==> src/rtl/sev_seg_number_formatter.sv <==
// Converts a 16-bit value to four seven-segment digit patterns, in decimal or hex.
// Decimal conversion uses a 16-step double-dabble. Hex mode uses the same latency.
module sev_seg_number_formatter #(
    parameter bit BLANK_LEADING_ZEROS = 1'b1
) (
    input  logic        clk,
    input  logic        rst,
    input  logic        start,
    input  logic        hex_mode,
    input  logic [15:0] value,
    input  logic [3:0]  dots_in,
    output logic        busy,
    output logic        done,
    output logic        overflow,
    output logic [6:0]  digit_0,
    output logic [6:0]  digit_1,
    output logic [6:0]  digit_2,
    output logic [6:0]  digit_3,
    output logic [3:0]  dots
);

    typedef enum logic [1:0] {
        IDLE,
        CONVERT,
        ENCODE
    } state_t;

    state_t      r_state;
    logic [15:0] r_value;
    logic        r_hex;
    logic [3:0]  r_dotsCap;
    logic [19:0] r_bcd;
    logic [15:0] r_shift;
    logic [4:0]  r_count;
    logic        r_busy;
    logic        r_done;
    logic        r_overflow;
    logic [6:0]  r_digit [4];
    logic [3:0]  r_dots;

    logic [19:0] w_adj;
    logic [19:0] w_nextBcd;
    logic [15:0] w_nextShift;
    logic [3:0]  w_nib [4];
    logic        w_ovf;
    logic [3:0]  w_blank;
    logic [6:0]  w_digit [4];

    function automatic logic [6:0] segEncode(input logic [3:0] n);
        logic [6:0] s;
        case (n)
            4'h0: s = 7'h3F;
            4'h1: s = 7'h06;
            4'h2: s = 7'h5B;
            4'h3: s = 7'h4F;
            4'h4: s = 7'h66;
            4'h5: s = 7'h6D;
            4'h6: s = 7'h7D;
            4'h7: s = 7'h07;
            4'h8: s = 7'h7F;
            4'h9: s = 7'h6F;
            4'hA: s = 7'h77;
            4'hB: s = 7'h7C;
            4'hC: s = 7'h39;
            4'hD: s = 7'h5E;
            4'hE: s = 7'h79;
            default: s = 7'h71;
        endcase
        return s;
    endfunction

    // One double-dabble step: add 3 to nibbles >= 5, then shift {bcd, shift} left.
    always_comb begin
        w_adj = '0;
        for (int i = 0; i < 5; i++) begin
            w_adj[4*i +: 4] = (r_bcd[4*i +: 4] >= 4'd5) ? r_bcd[4*i +: 4] + 4'd3
                                                        : r_bcd[4*i +: 4];
        end
        w_nextBcd   = {w_adj[18:0], r_shift[15]};
        w_nextShift = {r_shift[14:0], 1'b0};
    end

    always_comb begin
        for (int i = 0; i < 4; i++) begin
            w_nib[i] = r_hex ? r_value[4*i +: 4] : r_bcd[4*i +: 4];
        end
        w_ovf = !r_hex && ((r_bcd[19:16] != 4'd0) || (r_value > 16'd9999));

        w_blank    = 4'b0000;
        w_blank[3] = BLANK_LEADING_ZEROS && (w_nib[3] == 4'd0);
        w_blank[2] = w_blank[3] && (w_nib[2] == 4'd0);
        w_blank[1] = w_blank[2] && (w_nib[1] == 4'd0);

        for (int i = 0; i < 4; i++) begin
            if (w_ovf) begin
                w_digit[i] = 7'h40;
            end else if (w_blank[i]) begin
                w_digit[i] = 7'h00;
            end else begin
                w_digit[i] = segEncode(w_nib[i]);
            end
        end
    end

    // Outputs are only updated on the ENCODE edge and hold otherwise.
    always_ff @(posedge clk) begin
        if (rst) begin
            r_state    <= IDLE;
            r_value    <= '0;
            r_hex      <= 1'b0;
            r_dotsCap  <= '0;
            r_bcd      <= '0;
            r_shift    <= '0;
            r_count    <= '0;
            r_busy     <= 1'b0;
            r_done     <= 1'b0;
            r_overflow <= 1'b0;
            r_dots     <= '0;
            for (int i = 0; i < 4; i++) begin
                r_digit[i] <= '0;
            end
        end else begin
            r_done <= 1'b0;
            case (r_state)
                IDLE: begin
                    if (start) begin
                        r_value   <= value;
                        r_hex     <= hex_mode;
                        r_dotsCap <= dots_in;
                        r_bcd     <= '0;
                        r_shift   <= value;
                        r_count   <= '0;
                        r_busy    <= 1'b1;
                        r_state   <= CONVERT;
                    end
                end
                CONVERT: begin
                    r_bcd   <= w_nextBcd;
                    r_shift <= w_nextShift;
                    r_count <= r_count + 5'd1;
                    if (r_count == 5'd15) begin
                        r_state <= ENCODE;
                    end
                end
                ENCODE: begin
                    for (int i = 0; i < 4; i++) begin
                        r_digit[i] <= w_digit[i];
                    end
                    r_dots     <= r_dotsCap;
                    r_overflow <= w_ovf;
                    r_done     <= 1'b1;
                    r_busy     <= 1'b0;
                    r_state    <= IDLE;
                end
                default: r_state <= IDLE;
            endcase
        end
    end

    assign busy     = r_busy;
    assign done     = r_done;
    assign overflow = r_overflow;
    assign digit_0  = r_digit[0];
    assign digit_1  = r_digit[1];
    assign digit_2  = r_digit[2];
    assign digit_3  = r_digit[3];
    assign dots     = r_dots;

endmodule

==> config.mk <==
export PLATFORM = sky130hd
export DESIGN_NAME = sev_seg_number_formatter
export DESIGN_NICKNAME = d
export VERILOG_FILES = /design/src/rtl/sev_seg_number_formatter.sv
export SDC_FILE = /design/constraint.sdc
export NUM_CORES = 1
export LEC_CHECK = 0
export ABC_AREA = 1
export CORE_MARGIN = 4
export CORE_UTILIZATION = 48
export CTS_BUF_LIST = sky130_fd_sc_hd__clkbuf_4 sky130_fd_sc_hd__clkbuf_8 sky130_fd_sc_hd__clkbuf_16
export CTS_CLUSTER_DIAMETER = 200
export DETAILED_ROUTE_END_ITERATION = 16
export MAX_ROUTING_LAYER = met4
export PLACE_DENSITY = 0.7
export REMOVE_ABC_BUFFERS = 1
export SKIP_LAST_GASP = 1
export SYNTH_ARGS = -nofsm -noshare
export SYNTH_HDL_FRONTEND = slang
export SYNTH_SLANG_ARGS = --single-unit
==> constraint.sdc <==
create_clock -name clk -period 2.8 [get_ports clk]
set_input_delay 0.56 -clock clk [delete_from_list [all_inputs] [get_ports clk]]
set_output_delay 0.56 -clock clk [all_outputs]
set_load 0.02 [all_outputs]
==> reports/metrics.yaml <==
irDropWorstVdd_v: 0.000212
yosys_warnings: 0
clock-sinks: 99
fin_crit_ns: 2.35
postSynthAreaPerCell_um2: 7.65
cts_buffers: 9
final_nets: 809
yosysMostFrequentCell: "nand2_1"
cts_tree: "built"
rows: 38
period_share_pct: 83.9
coreArea_um2: 10800
yosysTopAreaCellShare_pct: 26.7
synth-seq-cells: 99
cts_buffer_depth: 2
finalHoldViolations: 0
yosys-top-cells-area: "dfxtp_1 (27%), edfxtp_1 (16%), nand2_1 (13%)"
status: "complete, no violations"
cap_violations: 0
syn_to_final_growth_pct: 15.7
fillCellCount: 1013
io_buffers: 58
cts.htree.levels: 3
vias_per_cell: 5.10
synthTopCellsByCount: "nand2_1 (185), nor2_1 (78), dfxtp_1 (71)"
synth_edf_count: 28
hp-start: "r_bcd[19]"
grt_use_total_pct: 18.6
die_w_um: 113
layout-drive-gt1-share_pct: 7.99
cp_data_arrival_time_ns: 2.47
initial_utilization_pct: 49.1
start_kind: "register"
clk-insertion-delay-late_ns: 0.36
boundaryPins: 59
wl_per_cell_um: 12.8
rsz0062_at_grt: "false"
antenna_found_initial: 1
async_reset_ff_share_pct: 0
cp-end-kind: "register"
synth.distinct_cells: 38
setup_violations: 0
cts_resized: 0
grt_overflow: 0
worst_pin_slew_ns: 1.10
die_h_um: 113
grt_max_degree: 58
criticalPathCategory: "reg -> reg"
drt-total-wl_um: 11400
whs_ns: 0.465
final_antenna_net_count: 0
first_pass_iters: 5
root_buffer: "clkbuf_8"
critPathLaunch: "r_hex"
setup_tns_ns: 0
fmax_mhz: 426
fp.dieArea_um2: 12800
power.density_nw_per_um2: 457
reg2reg_from: "r_hex"
clk_pin_slew_ns: 0.10
yosysSeqAreaShare_pct: 42.5
critPathMaxFanout: 9
slew_headroom_pct: 26.6
drt-initial-drc-count: 279
drcViolationCount: 0
yosysTopAreaCell: "dfxtp_1"
hold_class: "reg -> reg"
grt_pass1_wl_um: 19300
slew_violations: 0
cts_hold_buf: 0
required_ns: 2.92
hpwl_um: 8360
postCtsSetupBuffers: 0
p_leak_nw: 2.55
synthFlopType: "dfxtp_1"
fin_skew_ns: 0.0119
syn_inst: 696
vias: 4545
gp_congestion: 0.855
synth_area_um2: 5330
grt_pass1_vias: 4348
-- cells by family (layout without fill, tap and decap cells) --
logic type / after synthesis / after routing / synth area share [%]
flops: 99 / 99 / 42.5
xor+xnor: 4 / 4 / 0.658
other cells: 0 / 1 / 0
fa+ha+maj: 39 / 39 / 9.16
buf+inv: 102 / 157 / 8.20
simple gates: 312 / 312 / 24.1
compound gates: 140 / 140 / 15.4
-- registers in the layout, indices dropped and copies added, names as in the netlist, 2 cells and up --
name and cells:
dots 4, r_bcd 20, r_count 5, r_digit 28, r_dotsCap 4, r_shift 16, r_state 2, r_value 16
-- worst max-delay path, cell delays in order, from the launching register on --
cell,delay [ns]
dfxtp_1,0.52
inv_1,0.20
or2_2,0.31
o21ai_0,0.24
inv_1,0.17
ha_1,0.24
o21ai_0,0.24
o21ai_0,0.11
inv_1,0.05
nor2_1,0.03
-- cell usage in the layout (no fill, tap or decap), drive strengths merged, types with 25 or more instances in the layout --
master         count
nor2              83
dfxtp             71
a21oi             50
nand2            192
clkdlybuf4s50     57
nand3             25
inv               81
edfxtp            28
ha                39
o21ai             56
-- power by group --
| group | switching (mW) | leakage, nW | internal, mW |
|---|---|---|---|
| combinational | 0.237 | 1.58 | 0.137 |
| clock | 0.505 | 0.0988 | 0.377 |
| sequential | 0.0350 | 0.870 | 1.52 |
-- layout make-up --
type / instances / area [µm²] / share of cell area (%)
Clock inverter: 4 / 32.5 / 0.528
Clock buffer: 12 / 153 / 2.48
Sequential cell: 99 / 2260 / 36.7
Timing Repair Buffer: 63 / 613 / 9.95
Antenna cell: 1 / 2.50 / 0.0406
Tap cell: 140 / 175 / 2.84
Multi-Input combinational cell: 495 / 2630 / 42.7
Inverter: 78 / 293 / 4.75
-- routing by layer --
metal  routed length [µm]  track usage [%]
met5                    0                -
met4                  182             6.41
met3                  466             2.19
met2                 5080             29.5
met1                 5710             24.8
-- worst paths after layout --
kind | end | slack, ns | cells after the start
worst min-delay path | r_bcd[19] | 0.46 | 2
worst max-delay path | r_digit[0][1] | 0.45 | 9
worst min register to register | r_bcd[19] | 0.46 | 2
worst max register to register | r_digit[0][1] | 0.45 | 9
-- through the flow --
| step | instances | instance area (µm²) | setup WS (ns) | power (mW) | utilization, % |
|---|---|---|---|---|---|
| final | 892 | 6160 | 0.451 | 2.81 | 56.8 |
| after floorplan | 672 | 5180 | 0.0835 | 1.81 | - |
| after global routing | 892 | 6160 | 0.245 | 2.95 | 56.8 |
| after global placement | 875 | 5970 | 0.480 | 1.95 | 55.1 |
| after detailed placement | 875 | 5970 | 0.490 | 1.96 | 55.1 |
| after CTS | 891 | 6160 | 0.472 | 2.84 | 56.8 |
Note: power is estimated with default switching activity, not from simulation.
